--- src/rtl/id_ex_issue_stage.sv ---
// ID/EX issue stage: decodes the instruction into ALU controls and immediate,
// then registers them with operand data, honouring stall, flush and bubbles.
module id_ex_issue_stage #(
    parameter int DATA_W = 32,
    parameter int CNT_W  = 32
) (
    input  logic              clk,
    input  logic              rst,
    input  logic [31:0]       instr_in,
    input  logic              instr_valid_in,
    input  logic [DATA_W-1:0] rf_data1,
    input  logic [DATA_W-1:0] rf_data2,
    input  logic              stall,
    input  logic              flush,
    output logic [DATA_W-1:0] reg_data1,
    output logic [DATA_W-1:0] reg_data2,
    output logic [DATA_W-1:0] immidiate_value,
    output logic              ALUsrc,
    output logic [3:0]        control_signals,
    output logic [4:0]        rd_out,
    output logic              reg_write,
    output logic              mem_read,
    output logic              mem_write,
    output logic              branch,
    output logic              ex_valid,
    output logic              illegal_instr,
    output logic [CNT_W-1:0]  issue_count,
    output logic [CNT_W-1:0]  bubble_count
);

    typedef enum logic [3:0] {
        ALU_AND = 4'b0000,
        ALU_OR  = 4'b0001,
        ALU_SUB = 4'b0010,
        ALU_ADD = 4'b0011,
        ALU_SLT = 4'b0110,
        ALU_NOR = 4'b1100
    } alu_op_e;

    typedef struct packed {
        logic       legal;
        alu_op_e    alu_op;
        logic       alu_src;
        logic       has_imm;
        logic       sign_ext;
        logic [4:0] rd;
        logic       reg_write;
        logic       mem_read;
        logic       mem_write;
        logic       branch;
    } dec_t;

    localparam logic [5:0] OP_RTYPE = 6'b000000;
    localparam logic [5:0] OP_ADDI  = 6'b001000;
    localparam logic [5:0] OP_SLTI  = 6'b001010;
    localparam logic [5:0] OP_ANDI  = 6'b001100;
    localparam logic [5:0] OP_ORI   = 6'b001101;
    localparam logic [5:0] OP_LW    = 6'b100011;
    localparam logic [5:0] OP_SW    = 6'b101011;
    localparam logic [5:0] OP_BEQ   = 6'b000100;

    logic [5:0]        opcode;
    logic [5:0]        funct;
    dec_t              dec;
    logic [DATA_W-1:0] imm_ext;
    logic              do_bubble;
    logic              unused_fields;

    assign opcode = instr_in[31:26];
    assign funct  = instr_in[5:0];

    // rs and shamt are resolved by the register file, not here
    assign unused_fields = ^{instr_in[25:21], instr_in[10:6]};

    always_comb begin
        dec = '0;
        unique case (opcode)
            OP_RTYPE: begin
                dec.legal     = 1'b1;
                dec.rd        = instr_in[15:11];
                dec.reg_write = 1'b1;
                unique case (funct)
                    6'b100000: dec.alu_op = ALU_ADD;
                    6'b100010: dec.alu_op = ALU_SUB;
                    6'b100100: dec.alu_op = ALU_AND;
                    6'b100101: dec.alu_op = ALU_OR;
                    6'b100111: dec.alu_op = ALU_NOR;
                    6'b101010: dec.alu_op = ALU_SLT;
                    default:   dec.legal  = 1'b0;
                endcase
            end
            OP_ADDI, OP_SLTI, OP_ANDI, OP_ORI,
            OP_LW, OP_SW, OP_BEQ: begin
                dec.legal    = 1'b1;
                dec.has_imm  = 1'b1;
                dec.alu_src  = (opcode != OP_BEQ);
                dec.sign_ext = (opcode != OP_ANDI) && (opcode != OP_ORI);
                dec.rd       = instr_in[20:16];
                unique case (opcode)
                    OP_SLTI: dec.alu_op = ALU_SLT;
                    OP_ANDI: dec.alu_op = ALU_AND;
                    OP_ORI:  dec.alu_op = ALU_OR;
                    OP_BEQ:  dec.alu_op = ALU_SUB;
                    default: dec.alu_op = ALU_ADD;
                endcase
                dec.reg_write = (opcode != OP_SW) && (opcode != OP_BEQ);
                dec.mem_read  = (opcode == OP_LW);
                dec.mem_write = (opcode == OP_SW);
                dec.branch    = (opcode == OP_BEQ);
            end
            default: dec = '0;
        endcase
    end

    always_comb begin
        imm_ext = '0;
        if (dec.has_imm) begin
            if (dec.sign_ext)
                imm_ext = {{(DATA_W-16){instr_in[15]}}, instr_in[15:0]};
            else
                imm_ext = {{(DATA_W-16){1'b0}}, instr_in[15:0]};
        end
    end

    // A flush, an empty slot or an undecodable word all enter EX as a bubble
    assign do_bubble = flush || (!stall && (!instr_valid_in || !dec.legal));

    always_ff @(posedge clk or posedge rst) begin
        if (rst) begin
            reg_data1       <= '0;
            reg_data2       <= '0;
            immidiate_value <= '0;
            ALUsrc          <= 1'b0;
            control_signals <= '0;
            rd_out          <= '0;
            reg_write       <= 1'b0;
            mem_read        <= 1'b0;
            mem_write       <= 1'b0;
            branch          <= 1'b0;
            ex_valid        <= 1'b0;
            illegal_instr   <= 1'b0;
            issue_count     <= '0;
            bubble_count    <= '0;
        end else if (do_bubble) begin
            reg_data1       <= '0;
            reg_data2       <= '0;
            immidiate_value <= '0;
            ALUsrc          <= 1'b0;
            control_signals <= '0;
            rd_out          <= '0;
            reg_write       <= 1'b0;
            mem_read        <= 1'b0;
            mem_write       <= 1'b0;
            branch          <= 1'b0;
            ex_valid        <= 1'b0;
            illegal_instr   <= !flush && instr_valid_in && !dec.legal;
            bubble_count    <= bubble_count + CNT_W'(1);
        end else if (stall) begin
            illegal_instr <= 1'b0;
        end else begin
            reg_data1       <= rf_data1;
            reg_data2       <= rf_data2;
            immidiate_value <= imm_ext;
            ALUsrc          <= dec.alu_src;
            control_signals <= dec.alu_op;
            rd_out          <= dec.rd;
            reg_write       <= dec.reg_write;
            mem_read        <= dec.mem_read;
            mem_write       <= dec.mem_write;
            branch          <= dec.branch;
            ex_valid        <= 1'b1;
            illegal_instr   <= 1'b0;
            issue_count     <= issue_count + CNT_W'(1);
        end
    end

endmodule

--- config.mk ---
export PLATFORM = sky130hd
export DESIGN_NAME = id_ex_issue_stage
export DESIGN_NICKNAME = d
export VERILOG_FILES = /design/src/rtl/id_ex_issue_stage.sv
export SDC_FILE = /design/constraint.sdc
export NUM_CORES = 1
export LEC_CHECK = 0
export BUFFER_PORTS_ARGS = -buffer_cell sky130_fd_sc_hd__buf_2
export CAP_MARGIN = 5
export CORE_AREA = 2 2 127 129
export CTS_CLUSTER_SIZE = 20
export DETAILED_ROUTE_END_ITERATION = 8
export DIE_AREA = 0 0 129 131
export GPL_ROUTABILITY_DRIVEN = 0
export PLACE_DENSITY_LB_ADDON = 0.25
export REMOVE_ABC_BUFFERS = 1
export SYNTH_ARGS = -nofsm -noshare
export SYNTH_HDL_FRONTEND = slang
export SYNTH_SLANG_ARGS = --single-unit
--- constraint.sdc ---
create_clock -name clk -period 13.37 [get_ports clk]
set_input_delay 2.674 -clock clk [delete_from_list [all_inputs] [get_ports clk]]
set_output_delay 2.674 -clock clk [all_outputs]
set_load 0.01 [all_outputs]
# After elaboration in Yosys (flattened, before gate mapping)
# Cells that the tools add are included.
[op_classes] n_addsub=2 multipliers=0 div_mod_pow=0 magnitude_cmp=0 n_eq_ne=18 shift=0 mux=32 n_bitwise=2 n_reduce_logical=15
[ops] cell="32-bit 2-to-1 mux" n=8
[ops] cell="32-bit by 1-bit adder with 32-bit output, second input constant" n=2
[ops] cell="6-bit == test, second input constant" n=8
[ops] cell="6-bit by 4-bit == test with 1-bit output, second input constant" n=4
[ops] cell="4-bit one-hot mux with 5 select lines" n=1
[ops] cell="1-bit 2-to-1 mux" n=14
[ops] cell="6-bit by 4-bit != test with 1-bit output, second input constant" n=2
[ops] cell="3-bit one-hot mux with 4 select lines" n=1
[ops] cell="6-bit one-hot mux with 2 select lines" n=1
[ops] cell="5-bit 2-to-1 mux" n=2
[ops] cell="5-bit one-hot mux with 2 select lines" n=1
[ops] cell="4-bit 2-to-1 mux" n=2
[ops] cell="7-bit OR reduction" n=1
[ops] cell="6-bit by 3-bit == test with 1-bit output, second input constant" n=1
[ops] cell="6-bit logical NOT" n=1
[ops] cell="3-bit 2-to-1 mux" n=2
[ops] cell="6-bit by 3-bit != test with 1-bit output, second input constant" n=1
[ops] cell="6-bit != test, second input constant" n=1
[ops] cell="6-bit OR reduction" n=1
[ops] cell="1-bit logical AND" n=5
[ops] cell="1-bit logical NOT" n=4
[ops] cell="1-bit logical OR" n=2
[ops] cell="2-bit by 1-bit != test with 1-bit output, second input constant" n=1
[ops] cell="1-bit inverter" n=2
[ops] cell="2-bit AND reduction" n=1
[word_totals] reg_bits=176 latchBits=0 ramBits=0 romBits=0 input_bits=101 out_inout_bits=176 word_cells=83 memories=0

# Longest topological paths before layout
[depth] word_depth=10 depth_mapped=10 mapped_depth_nobuf=6

# Worst setup path before layout
# OpenSTA, ideal clock, no wires.
[synth_path] kind="input to register" startpoint="input port instr_in[28]" endpoint="register bubble_count[1]" setup_ns=0.125 t_arrival_ns=4.350 required_ns=13.245 path_slack_ns=8.895 path_stages=7 path_buffers=2 cell_sequence="buf_2 -> nand2b_4 -> o32a_1 -> a211o_1 -> o311ai_4 -> buf_2 -> mux2_2"
[synth_between] elab_chain_cells=7 elab_cells_between_ends=14 cone_classes="7 x eq/ne; 1 x mux; 6 x reduce/logical"
[synth_rtl] item="from (decl)" line_no="9" text="input logic [31:0] instr_in,"
[synth_rtl] item="6-bit == test, or another cell as far along" line_no="77" text="unique case (opcode)"
[synth_rtl] item="7-bit OR reduction" line_no="77"
[synth_rtl] item="5-bit one-hot mux with 2 select lines *" line_no="77"
[synth_rtl] item="1-bit logical NOT *" line_no="126" text="assign do_bubble = flush || (!stall && (!instr_valid_in || !dec.legal));"
[synth_rtl] item="1-bit logical OR *" line_no="126"
[synth_rtl] item="1-bit logical AND *" line_no="126"
[synth_rtl] item="1-bit logical OR *" line_no="126"
[synth_rtl] item="to (signal assigned)" line_no="157" text="bubble_count <= bubble_count + CNT_W'(1);"
[synth_rtl] item="to (decl)" line_no="28" text="output logic [CNT_W-1:0] bubble_count"
# Mark *: on every way between the ends. The rest lies on a longest branch, timed or not.
# A chain may end at the register's enable or synchronous reset.

# Worst setup path after layout
[layout_path] startpoint="input port instr_in[28]" endpoint="register reg_data2[13]"
[layout_between] elab_chain_cells=8 elab_cells_between_ends=16 cone_classes="8 x eq/ne; 2 x mux; 6 x reduce/logical"
[layout_rtl] item="6-bit == test, or another cell as far along" line_no="77"
[layout_rtl] item="7-bit OR reduction" line_no="77"
[layout_rtl] item="5-bit one-hot mux with 2 select lines *" line_no="77"
[layout_rtl] item="1-bit logical NOT *" line_no="126"
[layout_rtl] item="1-bit logical OR *" line_no="126"
[layout_rtl] item="1-bit logical AND *" line_no="126"
[layout_rtl] item="1-bit logical OR *" line_no="126"
[layout_rtl] item="2-bit by 1-bit != test with 1-bit output (no source line) / 32-bit 2-to-1 mux (equally long branches)"
[layout_rtl] item="to (signal assigned)" line_no="162" text="reg_data2 <= rf_data2;"
[layout_rtl] item="to (decl)" line_no="16" text="output logic [DATA_W-1:0] reg_data2,"
# Marked as above.

==> results.sh <==
export IMPL_status="complete, no violations"
export IMPL_fmaxAchievable_ghz=0.183
export IMPL_hold_depth=1
export IMPL_hp_class="flip-flop to flip-flop"
export IMPL_path_buf_inv=2
export IMPL_clockBufferDepth=2
export IMPL_portBuffers=271
export IMPL_avgSynthCellArea_um2=11.9
export IMPL_synth_edf_count=0
export IMPL_yosys_top_cells_area="dfrtp_1 59%, a22o_1 11%, xor2_1 5.1%"
export IMPL_drt_iter0_drc=350
export IMPL_p_per_area_nw_per_um2=134
export IMPL_synth_area_um2=6860
export IMPL_wl_per_cell_um=18.3
export IMPL_holdPathEnd="issue_count[31]$_DFFE_PP0P_"
export IMPL_r2r_end="bubble_count[31]$_DFFE_PP0P_"
export IMPL_layout_nets=929
export IMPL_h_tree_depth=4
export IMPL_ctsResizeCount=0
export IMPL_criticalPathCategory="input port to flip-flop"
export IMPL_drt_vias_per_instance=5.38
export IMPL_synth_ff_latch_count=161
export IMPL_use_met2_pct=36.4
export IMPL_row_count=46
export IMPL_yosysUniqueCellTypes=48
export IMPL_cts_buffers=17
export IMPL_worst_clock_skew_ns=0.00959
export IMPL_critical_path_cell_chain="buf_2 > nand2b_4 > o32a_1 > a211oi_4 > or2_2 > buf_4 > a22o_1"
export IMPL_regToRegSetupSlack_ns=11.22
export IMPL_first_global_vias=5498
export IMPL_placed_cells=1023
export IMPL_cp_end_kind="flip-flop"
export IMPL_dp_hpwl_mm=13.8
export IMPL_slew_headroom_pct=20.8
export IMPL_die_width_um=129
export IMPL_dr_pass1_iters=6
export IMPL_num_vias=5695
export IMPL_fin_cells=1059
export IMPL_ant_nets=0
export IMPL_cap_violations=0
export IMPL_rsz0062_at_grt="false"
export IMPL_yosys_most_used_dff="dfrtp_1"
export IMPL_synth_top_area_share_pct=58.7
export IMPL_synthArstFlopShare_pct=100
export IMPL_io_pins=277
export IMPL_drc=0
export IMPL_yosys_warnings=0
export IMPL_numClockSinks=161
export IMPL_grt_max_degree=85
export IMPL_finalCriticalPeriod_ns=5.47
export IMPL_rr_worst_depth=6
export IMPL_maxSlewViolCount=0
export IMPL_grt_pass1_wl_mm=29.3
export IMPL_die_area_um2=16900
export IMPL_finalSetupViolCount=0
export IMPL_startpoint_type="input port"
export IMPL_use_met1_pct=28.5
export IMPL_report_final_hold_viol_count=0
export IMPL_r2r_start="bubble_count[2]$_DFFE_PP0P_"
export IMPL_cts_tree="built"
export IMPL_die_h_um=131
export IMPL_start_util_pct=44.0
export IMPL_grt_total_usage_pct=22.5
export IMPL_crit_fanout=60
export IMPL_busiest_layer="met2"
export IMPL_slowest_delay_ns=1.00
export IMPL_cts_hold_repair_buffers=0
export IMPL_crit_path_top_delay_cell="a211oi_4"
export IMPL_totalWireLength_mm=19.4
export IMPL_drive_gt1_share_pct=38.1
export IMPL_final_fill_count=1364
export IMPL_fin_setup_tns_ns=0
export IMPL_gr_total_overflow=0
export IMPL_clk_pin_slew_ns=0.06
export IMPL_antenna_found_initial=4
export IMPL_critPathRequiredTime_ns=13.72
export IMPL_worst_pin_slew_ns=1.18
export IMPL_p_leak_nw=4.76
export IMPL_irDropWorstVdd_mv=0.0901
export IMPL_netlist_instances=576
export IMPL_crit_family="compound AO/OA/AOI/OAI gates"
export IMPL_min_from="issue_count[31]$_DFFE_PP0P_"
export IMPL_synth_top_cell_by_area="dfrtp_1"
export IMPL_utilization_pct=57.3
export IMPL_coreArea_um2=15600
export IMPL_ys_seq_area_share_pct=58.7
export IMPL_fin_crit_sh_pct=40.9
export IMPL_area_growth_pct=30.3
export IMPL_clock_latency_ns=0.42
export IMPL_cts_root_buf="clkbuf_16"
export IMPL_met3_usage_pct=7.49
export IMPL_post_cts_buffers=0
export IMPL_critPathArrivalTime_ns=5.82
==> flip-flops by register name, summed over array words and instances, names as in the netlist <==
signal and count:
issue_count 32, illegal_instr 1, bubble_count 32, reg_write 1, ALUsrc 1, immidiate_value 17
ex_valid 1, branch 1, mem_read 1, mem_write 1, reg_data1 32, rd_out 5
reg_data2 32, control_signals 4
==> routing by layer <==
metal	up-vias	part of all wire (%)
met5	-	0.067
met4	2	1.8
li1	2594	-
met1	2853	42
met2	216	48
met3	30	7.7
==> layout by cell type, fill, tap and decap left out, types with 4 or more instances in the layout <==
cell type  count
a222oi_1       4
o21ai_0        8
xor2_1        40
nand4_1       22
nor2_1        24
a21oi_1        5
bufinv_16      5
a22o_1        84
nor3_1        22
buf_2        271
nand2b_1       5
and4_1         6
nand2_1       39
inv_1         12
diode_2        4
and3_1         8
xnor2_1       24
nand3_1       17
clkbuf_16     17
nor4_1        14
dfrtp_1      161
==> logic make-up (layout without fill, tap and decap cells) <==
kind of cell / after synthesis / in the layout / synth area share (%)
AOI/OAI and AO/OA: 114 / 114 / 14.3
xor gates and xnor gates: 64 / 64 / 8.17
adders and majority gates: 2 / 2 / 0.365
buffers and inverters: 56 / 319 / 4.27
DFF: 161 / 161 / 58.7
muxes: 2 / 2 / 0.328
other: 0 / 4 / 0
and+or+nand+nor: 177 / 177 / 13.9
==> where the power goes <==
group	switching (mW)	internal, mW	total, mW
logic	0.0717	0.0511	0.123
registers	0.0274	0.510	0.537
clock network	0.199	0.337	0.536
total	0.298	0.898	1.20
==> worst max path at each step <==
stage	start	end	slack (ns)	cells past startpoint
final	instr_in[28]	reg_data2[13]$_DFFE_PP0P_	7.90	7
after global routing	flush	reg_data2[13]$_DFFE_PP0P_	7.73	7
after CTS	instr_in[28]	reg_data2[13]$_DFFE_PP0P_	7.93	7
after detailed placement	instr_in[28]	reg_data2[13]$_DFFE_PP0P_	7.49	7
after global placement	instr_in[28]	reg_data1[5]$_DFFE_PP0P_	7.60	7
after floorplan	rst	ALUsrc$_DFFE_PP0P_	6.35	1
==> cell type report <==
cell class / count / area [µm²] / area share (%)
clock buffers: 19 / 443 / 4.95
repair buffers: 274 / 1380 / 15.4
clock inverters: 13 / 206 / 2.31
well taps: 216 / 270 / 3.02
flip-flops and latches: 161 / 4030 / 45.1
diodes: 4 / 10.0 / 0.112
multi-input cells: 359 / 2550 / 28.5
inverters: 13 / 53.8 / 0.602
==> through the flow <==
stage | setup WS, ns | hold slack (ns) | cell area [µm²] | total power, mW
detailed placement | 7.49 | 0.460 | 8280 | 0.669
global route | 7.73 | 0.495 | 8930 | 1.24
finish | 7.90 | 0.475 | 8940 | 1.20
CTS | 7.93 | 0.472 | 8930 | 1.21
floorplan | 6.35 | 0.504 | 6620 | 0.608
global placement | 7.60 | 0.454 | 8280 | 0.664
==> worst reg2reg max path, cell delays in order, from the launching register on <==
cell,delay [ns]
dfrtp_1,0.43
nand3_1,0.15
nor3_1,0.37
nand4_1,0.41
nor3_1,0.37
nand4_1,0.16
xnor2_1,0.16
==> cells in the mapped netlist, drive strengths merged (2+ instances only) <==
library cell,n
dfrtp,161
a22o,84
xor2,40
nand2,39
buf,29
nor2,25
xnor2,24
nor3,23
nand4,22
nand3,18
nor4,16
clkbuf,14
inv,13
o21ai,9
and3,8
and4,6
nand2b,6
a21oi,5
a222oi,4
nor2b,3
or2,3
a211o,2
and2,2
ha,2
mux2,2
nand3b,2
o21a,2
o32a,2
Note: power is estimated with default switching activity, not from simulation.
